==> config.mk <==
export PLATFORM = sky130hd
export DESIGN_NAME = fetch_unit
export DESIGN_NICKNAME = d
export VERILOG_FILES = /design/src/rtl/fetch_unit.sv
export SDC_FILE = /design/constraint.sdc
export NUM_CORES = 1
export LEC_CHECK = 0
export ABC_AREA = 1
export CAP_MARGIN = 10
export CELL_PAD_IN_SITES_DETAIL_PLACEMENT = 1
export CELL_PAD_IN_SITES_GLOBAL_PLACEMENT = 1
export CORE_AREA = 8 8 143 172
export CTS_CLUSTER_SIZE = 16
export DETAILED_ROUTE_END_ITERATION = 7
export DIE_AREA = 0 0 151 180
export GPL_TIMING_DRIVEN = 0
export PLACE_DENSITY_LB_ADDON = 0.12
export SYNTH_ARGS = -nofsm -noshare
export SYNTH_HDL_FRONTEND = slang
export SYNTH_SLANG_ARGS = --single-unit
export TNS_END_PERCENT = 50
==> constraint.sdc <==
create_clock -name clk -period 2 [get_ports clk]
set_input_delay 0.3 -clock clk [delete_from_list [all_inputs] [get_ports clk]]
set_output_delay 0.3 -clock clk [all_outputs]
set_load 0.03 [all_outputs]
==> src/rtl/fetch_unit.sv <==
// Instruction fetch unit: fetches one instruction at a time from instruction
// memory, holds it for the downstream stage until it has finished executing,
// then computes the next PC (sequential, branch/jump target or JALR target).
// Optional feature macro: FETCH_MISALIGN_CHK_EN -- when defined, a misaligned
// next PC sets a sticky error flag and parks the unit in HALT until reset.
module fetch_unit #(
    parameter logic [31:0] RESET_PC = 32'h0000_0000
) (
    input  logic        clk,
    input  logic        reset,
    input  logic        PCSrc,
    input  logic        Jalr,
    input  logic [31:0] PCTarget,
    input  logic [31:0] ALUResult,
    input  logic        ins_ready,
    input  logic        imem_rvalid,
    input  logic [31:0] imem_rdata,
    output logic        imem_req,
    output logic [31:0] imem_addr,
    output logic        ins_valid,
    output logic [31:0] Instr,
    output logic [6:0]  op,
    output logic [2:0]  funct3,
    output logic        funct7b5,
    output logic [31:0] PC,
    output logic [31:0] PCPlus4,
    output logic [31:0] fetch_count,
    output logic        misalign_err
);

    localparam logic [31:0] NOP_INSTR = 32'h0000_0013;

    typedef enum logic [1:0] {
        FETCH = 2'd0,
        HOLD  = 2'd1,
        HALT  = 2'd2
    } state_t;

    state_t      state_q;
    logic [31:0] pc_q;
    logic [31:0] instr_q;
    logic [31:0] count_q;
    logic        req_q;
    logic        valid_q;
    logic [31:0] target_d;
    logic [31:0] next_pc_d;

`ifdef FETCH_MISALIGN_CHK_EN
    logic        misalign_q;
`endif

    // Next-PC selection; JALR takes priority over a taken branch/jump.
    always_comb begin
        target_d = pc_q + 32'd4;
        if (Jalr) begin
            target_d = ALUResult & ~32'h0000_0001;
        end else if (PCSrc) begin
            target_d = PCTarget;
        end
`ifdef FETCH_MISALIGN_CHK_EN
        next_pc_d = target_d;
`else
        // Without the checker the low bits are simply dropped so the PC is
        // always word aligned.
        next_pc_d = target_d & ~32'h0000_0003;
`endif
    end

    // Fetch state machine with registered request/valid flags.
    always_ff @(posedge clk) begin
        if (reset) begin
            state_q    <= FETCH;
            pc_q       <= RESET_PC;
            instr_q    <= NOP_INSTR;
            count_q    <= 32'd0;
            req_q      <= 1'b1;
            valid_q    <= 1'b0;
`ifdef FETCH_MISALIGN_CHK_EN
            misalign_q <= 1'b0;
`endif
        end else begin
            case (state_q)
                FETCH: begin
                    // Single outstanding request: wait for the response,
                    // which may arrive in the same cycle as the request.
                    if (imem_rvalid) begin
                        instr_q <= imem_rdata;
                        req_q   <= 1'b0;
                        valid_q <= 1'b1;
                        state_q <= HOLD;
                    end
                end
                HOLD: begin
                    // Branch inputs are only meaningful on the handshake.
                    if (ins_ready) begin
                        pc_q    <= next_pc_d;
                        count_q <= count_q + 32'd1;
                        valid_q <= 1'b0;
`ifdef FETCH_MISALIGN_CHK_EN
                        if (next_pc_d[1:0] != 2'b00) begin
                            misalign_q <= 1'b1;
                            req_q      <= 1'b0;
                            state_q    <= HALT;
                        end else begin
                            req_q   <= 1'b1;
                            state_q <= FETCH;
                        end
`else
                        req_q   <= 1'b1;
                        state_q <= FETCH;
`endif
                    end
                end
                HALT: begin
                    // Parked until reset; nothing is requested or presented.
                    req_q   <= 1'b0;
                    valid_q <= 1'b0;
                end
                default: begin
                    req_q   <= 1'b1;
                    valid_q <= 1'b0;
                    state_q <= FETCH;
                end
            endcase
        end
    end

    // Request and valid are suppressed for as long as reset is held.
    assign imem_req    = req_q & ~reset;
    assign ins_valid   = valid_q & ~reset;
    assign imem_addr   = pc_q & ~32'h0000_0003;
    assign Instr       = instr_q;
    assign op          = instr_q[6:0];
    assign funct3      = instr_q[14:12];
    assign funct7b5    = instr_q[30];
    assign PC          = pc_q;
    assign PCPlus4     = pc_q + 32'd4;
    assign fetch_count = count_q;
`ifdef FETCH_MISALIGN_CHK_EN
    assign misalign_err = misalign_q;
`else
    assign misalign_err = 1'b0;
`endif

endmodule

[Word-level counts from Yosys, hierarchy flattened]
Index checks and enable logic that the tools add are counted.
Word-level totals
  register bits after elaboration: 98
  bits of input ports: 102
  output and inout bits: 174
  word-level logic and storage cells: 32
Cells by class
  $add $sub $neg: 2
  equal/unequal tests: 4
  multiplexer cells: 11
  bitwise logic cells: 4
  reduce and logical (&&, ||, !) cells: 5
Operator list (count)
  2-to-1 mux 32 bit: 2
  adder 32 x 1 -> 32 bit, second input constant: 1
  adder 32 x 3 -> 32 bit, second input constant: 1
  case mux 2 bit (3 select lines): 1
  AND reduction 2 bit: 3
  2-to-1 mux 1 bit: 4
  2-to-1 mux 2 bit: 2
  inequality test 2 bit, second input constant: 2
  case mux 1 bit (3 select lines): 1
  AND reduction 3 bit: 1
  bitwise AND 1 bit: 2
  equality test 2 x 1 -> 1 bit, second input constant: 1
  equality test 2 bit, second input constant: 1
  zero test 2 bit: 1
  NOT 1 bit: 2
  case mux 1 bit (2 select lines): 1

[Logic depth before layout (Yosys ltp)]
Gate-level depths: netlist (run 1).
  depth after elaboration: 3
  mapped depth: 10

[Worst setup path before layout (run 1)]
No wires, ideal clock.
  kind: reg2reg
  from: register pc_q[3], in the netlist PC[3]
  to: register pc_q[8], in the netlist PC[8]
  library setup time: 70 ps
  data arrival time: 2006 ps
  required time: 1930 ps
  setup slack: -76 ps
  stages on the path, launching flop included: 8
  period minus slack after synthesis: 2076 ps
  path through: dfxtp_1 ha_1 nand2_2 nor2_8 nand2_4 xnor2_1 o21ai_0 a21oi_1
Between the ends
  word-level cells in the longest chain between the ends: 3
Ends and longest elaborated chain
  from (decl): RTL line 40  | logic [31:0] pc_q;
  from (signal assigned): RTL line 96  | pc_q <= next_pc_d;
  adder 32 x 3 -> 32 bit
  named net PCPlus4[8]: RTL line 26  | output logic [31:0] PCPlus4,
  2-to-1 mux 32 bit: RTL line 57  | end else if (PCSrc) begin
  2-to-1 mux 32 bit: RTL line 55  | if (Jalr) begin
The timed path passes the listed nets, and every way through them passes these cells.
A chain may end at the register's enable or synchronous reset.

[Worst setup path after layout (run 1)]
  from: register pc_q[2], in the netlist PC[2]
  to: output PCPlus4[30]
Between the ends
  word-level cells in the longest chain between the ends: 1
Ends and longest elaborated chain
  adder 32 x 3 -> 32 bit: RTL line 137  | assign PCPlus4 = pc_q + 32'd4;
  to (decl): RTL line 26
No other way between the ends.

==> results of run 1 <==
-- logic make-up after synthesis --
group	after synthesis	synth area share, %
adder cells (fa/ha/maj)	2	0.418
flip-flops	96	32.1
AND/OR/NAND/NOR	523	38.5
AO/OA/AOI/OAI	173	15.2
XOR/XNOR	8	1.17
buffers and inverters	149	12.6
other	1	0.0627
-- per-layer routing --
metal | track usage, % | wire length, um | part of all wire, %
met1 | 21.3 | 10900 | 39
met3 | 3.77 | 1470 | 5.2
met5 | 0 | 13 | 0.046
met4 | 7.74 | 675 | 2.4
met2 | 38.3 | 15100 | 53
-- power by group through the flow --
stage / Sequential (mW) / Combinational (mW) / Clock [mW]
finish: 2.12 / 1.57 / 2.04
global route: 2.13 / 1.67 / 2.17
CTS: 2.12 / 1.56 / 2.10
detailed placement: 2.17 / 1.51 / 0
global placement: 2.16 / 1.50 / 0
floorplan: 2.32 / 0.624 / 0
-- cells in the final DEF, fill, tap and decap left out, drive strengths merged, types with 2 or more instances in the layout --
cell,instances
or2,2
nand3b,7
conb,7
ha,2
clkdlybuf4s50,229
nor3,3
clkinv,4
xnor2,2
bufinv,2
diode,3
nor2,227
o21bai,2
buf,113
xor2,6
dlygate4sd2,4
o21ai,93
inv,68
a21oi,75
nand2,231
clkbuf,34
nand4,8
o21ba,2
nand3,42
clkdlybuf4s15,2
dfxtp,96
-- worst max-delay path: cells and delay by family, from the launching register on --
| kind | cells | cell delay, ns |
|---|---|---|
| buf+inv | 1 | 0.14 |
| fa+ha+maj | 1 | 0.15 |
| simple gates | 7 | 0.75 |
| flops | 1 | 0.39 |
-- final timing paths --
path	startpoint	endpoint	slack, ns
setup / recovery	PC[2]	PCPlus4[30]	-0.09
hold / removal	PCSrc	PC[10]	0.37
setup reg to reg	PC[2]	PC[28]	0.03
hold reg to reg	fetch_count[8]	fetch_count[8]	0.49
-- metrics by stage --
step                      hold WS [ns]  power (mW)  TNS [ns]
after floorplan                  0.369        2.94         0
after detailed placement         0.475        3.68    -17.85
after global placement           0.470        3.66    -15.08
after CTS                        0.364        5.78    -0.559
after global routing             0.426        5.97     -1.79
final                            0.369        5.73    -0.295
-- flip-flops by register name, summed over array words and instances (netlist names) --
name / cells
Instr: 32
state_q: 1
PC: 30
req_q: 1
fetch_count: 32
-- timing repair --
| action | CTS | global route |
|---|---|---|
| cloned | 0 | 0 |
| gates resized for setup | 249 | 47 |
| pin swaps | 23 | 16 |
| setup endpoints to repair | 38 | 25 |
| buffers inserted | 21 | 8 |
-- layout make-up --
| cell class | instances | area [um^2] | share of cell area [%] |
|---|---|---|---|
| antenna | 3 | 7.51 | 0.0762 |
| buffer | 82 | 503 | 5.11 |
| clock buffer | 9 | 225 | 2.29 |
| clock inverter | 7 | 113 | 1.14 |
| inverter | 67 | 253 | 2.57 |
| multi-input combinational | 713 | 3580 | 36.4 |
| sequential | 96 | 2000 | 20.3 |
| tap | 279 | 349 | 3.54 |
| timing repair buffer | 291 | 2810 | 28.5 |
==> results.py, run 1 <==
metrics = {
    "outcome": {
        "outcome": "finished with violations",
        "violations": "negative setup slack",
    },
    "critical_path": {
        "path_class": "flop to output pin",
        "crit_arrival_ns": 1.79,
        "critPathRequiredTime_ns": 1.70,
        "cpMostUsedCell": "nand2_1",
        "crit_path_end_kind": "output pin",
        "rr_worst_depth": 15,
        "critPathLaunchType": "flop",
        "crit_fanout": 6,
        "cp_cell_sequence": "ha_4 > nand2_4 > nor2_8 > nand2_8 > nor2_4 > nand2_1 > nand2_1 > nand2_1 > buf_6",
        "cpMaxStageDelayCell": "dfxtp_4",
        "slowest_delay_ns": 0.39,
    },
    "clock_network": {
        "cts-buffers-inserted": 9,
        "cts_tree": "done",
        "cts-root-buf": "clkbuf_16",
        "htree_levels": 3,
        "clk_path_buf_depth": 2,
        "clkTransAtPathRegs_ns": 0.08,
        "clk_latency_ns": 0.36,
        "cts.sinks": 96,
        "hold_buffers": 0,
    },
    "synthesis": {
        "synth_area_per_cell_um2": 6.28,
        "synth_area_leader_cell": "dfxtp_1",
        "synth-edff-count": 0,
        "synth_common_cells": "nand2_1 (219), nor2_1 (207), dfxtp_1 (96)",
        "synth_cell_types": 41,
        "synthCells": 952,
        "yosysTopAreaCellShare_pct": 32.1,
        "async_flop_share_pct": 0,
        "yosysWarnings": 0,
        "dominantRegCellSynth": "dfxtp_1",
        "yosys.cell_count.top_type": "nand2_1",
        "synth.area.top_cells": "dfxtp_1 (32%), nand2_1 (14%), nor2_1 (13%)",
        "ys_seq_elements": 96,
        "seq_area_frac_synth_pct": 32.1,
        "syn_area_um2": 5980,
    },
    "power_and_ir_drop": {
        "p_per_area_nw_per_um2": 581,
        "power_frac_comb_pct": 27.4,
        "p_leak_nw": 3.94,
        "switchingPower_mw": 1.90,
        "swShare_pct": 33.2,
        "pwr-share-clk_pct": 35.7,
        "ir_worst_vdd_v": 0.000397,
        "p_int_mw": 3.83,
        "seqPwrFrac_pct": 36.9,
    },
    "sta": {
        "post-route-min-period_ns": 2.09,
        "slew_headroom_pct": 51.1,
        "layout_setup_ws_ns": -0.0904,
        "grt_setup_unrepaired": "yes",
        "tightestPinTransition_ns": 0.734,
        "finClkSkew_ns": 0.0111,
        "drv_slew": 0,
        "hold_viol": 0,
        "setup_violations": 8,
        "fmax_mhz": 478,
        "finalCritPeriodShare_pct": 105,
    },
    "grt": {
        "grt_max_degree": 19,
        "grt_pass1_vias": 7602,
        "grt_pass1_wl_um": 42800,
        "grtUsageTotal_pct": 20.3,
        "antenna_found_initial": 4,
        "grt_overflow": 0,
    },
    "cells_and_area": {
        "layout-drive-gt1-share_pct": 20.0,
        "final_cells": 1547,
        "postLayoutCellArea_um2": 9850,
        "finish.utilization_pct": 44.9,
        "nFillCells": 2831,
        "area_delta_synth_final_pct": 64.7,
        "fin_nets": 1364,
    },
    "floorplan": {
        "core_um2": 21900,
        "start_util_pct": 27.3,
        "die_area_um2": 27200,
        "die_height_um": 180,
        "rows": 60,
        "ios": 276,
        "die_x_um": 151,
    },
    "place": {
        "port_buffers": 262,
        "dpl-instance-area_um2": 8990,
        "globalplace.congestion": 0.864,
        "dp_hpwl_um": 21900,
        "placedCellCount": 1499,
        "place_ws_ns": -0.764,
    },
    "min_path": {
        "hold_depth": 5,
        "worstHoldPathType": "input port to flop",
    },
    "routing": {
        "drt-vias-per-instance": 4.65,
        "drt_wl_total_um": 28100,
        "dr.pass1.iters": 4,
        "via_count": 7193,
        "drtAntennaViolNets": 0,
        "wl_per_cell_um": 18.2,
        "drt-initial-drc-count": 240,
        "drc": 0,
    },
    "job": {
        "maxCapViolCount": 0,
    },
}
Note: power is estimated with default switching activity, not from simulation.
==> run 2, diff against run 1 <==
ABC_CLOCK_PERIOD_IN_PS = 2000   (was default)
GPL_ROUTABILITY_DRIVEN = 0   (was default)
SKIP_CTS_REPAIR_TIMING = 1   (was default)
==> run 2 against run 1 <==
Compared with the run above:
- the run still ends with negative setup slack left
- clock skew about the same
- largest cell class unchanged
- critical path type unchanged
- global-route usage down 0.52 points
- total power is 0.23% lower
- clock-buffer cell count unchanged
- via count down 1.2%
==> results.py, run 2 (same netlist as run 1, synthesis figures left out) <==
metrics = {
    "outcome": {
        "outcome": "finished with violations",
        "violations": "negative setup slack",
    },
    "clock_network": {
        "clk_path_buf_depth": 2,
        "cts_tree": "done",
        "htree_levels": 3,
        "clk_latency_ns": 0.36,
        "cts.sinks": 96,
        "cts-root-buf": "clkbuf_16",
        "clkTransAtPathRegs_ns": 0.08,
        "cts-buffers-inserted": 9,
    },
    "routing": {
        "drt_wl_total_um": 27900,
        "dr.pass1.iters": 4,
        "drt-initial-drc-count": 213,
        "drtAntennaViolNets": 0,
        "drt-vias-per-instance": 4.62,
        "wl_per_cell_um": 18.1,
        "via_count": 7104,
        "drc": 0,
    },
    "sta": {
        "hold_viol": 0,
        "slew_headroom_pct": 51.4,
        "holdWs_ns": 0.370,
        "finalCritPeriodShare_pct": 109,
        "finClkSkew_ns": 0.0111,
        "drv_slew": 0,
        "setup_violations": 17,
        "tightestPinTransition_ns": 0.729,
        "grt_setup_unrepaired": "yes",
        "fmax_mhz": 458,
        "post-route-min-period_ns": 2.18,
        "layout_setup_ws_ns": -0.183,
    },
    "cells_and_area": {
        "nFillCells": 2829,
        "area_delta_synth_final_pct": 64.1,
        "layout-drive-gt1-share_pct": 20.3,
        "final_cell_mix": "clkdlybuf4s50_1 (231), nor2_1 (192), nand2_1 (187)",
        "layout_commonest_cell": "clkdlybuf4s50_1",
        "seq_area_um2": 2010,
        "finish.utilization_pct": 44.8,
        "multi_input_area_um2": 3590,
        "final_cells": 1538,
        "fin_nets": 1355,
    },
    "place": {
        "placedCellCount": 1499,
        "place_ws_ns": -0.764,
        "dp_hpwl_um": 21900,
        "port_buffers": 262,
    },
    "grt": {
        "grt_overflow": 0,
        "antenna_found_initial": 4,
        "grt_pass1_wl_um": 41700,
        "grtUsageTotal_pct": 19.7,
        "grt_pass1_vias": 7390,
        "grt_max_degree": 19,
    },
    "critical_path": {
        "cpMaxStageDelayCell": "dfxtp_4",
        "cp_cell_sequence": "ha_4 > nand2_4 > nor2_8 > nand2_8 > nor2_4 > nand2_1 > nand2_1 > nand2_1 > buf_6",
        "slowest_delay_ns": 0.39,
        "critPathRequiredTime_ns": 1.70,
        "cpMostUsedCell": "nand2_1",
        "crit_buf_inv": 1,
        "crit_arrival_ns": 1.88,
        "cp_top_family": "simple AND/OR/NAND/NOR gates",
        "critPathLaunchType": "flop",
        "r2r_slack_ns": 0.20,
        "crit_path_end_kind": "output pin",
        "crit_fanout": 7,
        "path_class": "flop to output pin",
    },
    "floorplan": {
        "ios": 276,
        "rows": 60,
        "die_x_um": 151,
        "core_um2": 21900,
        "die_area_um2": 27200,
        "die_height_um": 180,
        "start_util_pct": 27.3,
    },
    "min_path": {
        "worstHoldPathType": "input port to flop",
    },
    "job": {
        "maxCapViolCount": 0,
    },
    "power_and_ir_drop": {
        "ir_worst_vdd_v": 0.000396,
        "p_per_area_nw_per_um2": 582,
        "p_leak_nw": 3.92,
    },
}
-- run 2: worst min-delay path, delay by kind of cell --
family,cells,cell delay [ns]
AOI/OAI and AO/OA,2,0.13
buffers and inverters,1,0.16
and+or+nand+nor,2,0.10
-- run 2: per-layer routing --
layer / part of all wire, % / up-vias / GRT usage, %
met5: 0.047 / - / 0
met4: 1.8 / 2 / 7.02
met3: 4.9 / 32 / 3.62
li1: - / 3578 / -
met1: 40 / 3322 / 21.0
met2: 54 / 170 / 37.2
-- run 2: cell type report --
class                           count  share of cell area, %
Antenna cell                        3                 0.0765
Buffer                             82                   5.13
Clock buffer                        9                   2.30
Clock inverter                      7                   1.15
Inverter                           67                   2.58
Multi-Input combinational cell    713                   36.6
Sequential cell                    96                   20.4
Tap cell                          279                   3.56
Timing Repair Buffer              282                   28.2
-- run 2: power by group --
group	switching, mW	internal (mW)
combinational	0.863	0.689
sequential	0.119	2.00
clock	0.910	1.13
total	1.89	3.82
-- run 2: stage by stage --
stage | TNS, ns | cell area [um^2] | total power, mW
2_1_floorplan | 0 | 6020 | 2.94
3_3_place_gp | -15.08 | 8990 | 3.66
3_5_place_dp | -17.85 | 8990 | 3.68
4_1_cts | -23.63 | 9330 | 5.75
5_1_grt | -2.81 | 9810 | 5.96
6_report | -1.29 | 9810 | 5.71
-- run 2: path summary, 6_finish.rpt --
| kind | startpoint | to | cells after the start |
|---|---|---|---|
| max reg2reg | fetch_count[1] | fetch_count[20] | 9 |
| min | PCSrc | PC[10] | 5 |
| min reg2reg | fetch_count[8] | fetch_count[8] | 2 |
| max | PC[2] | PCPlus4[30] | 9 |
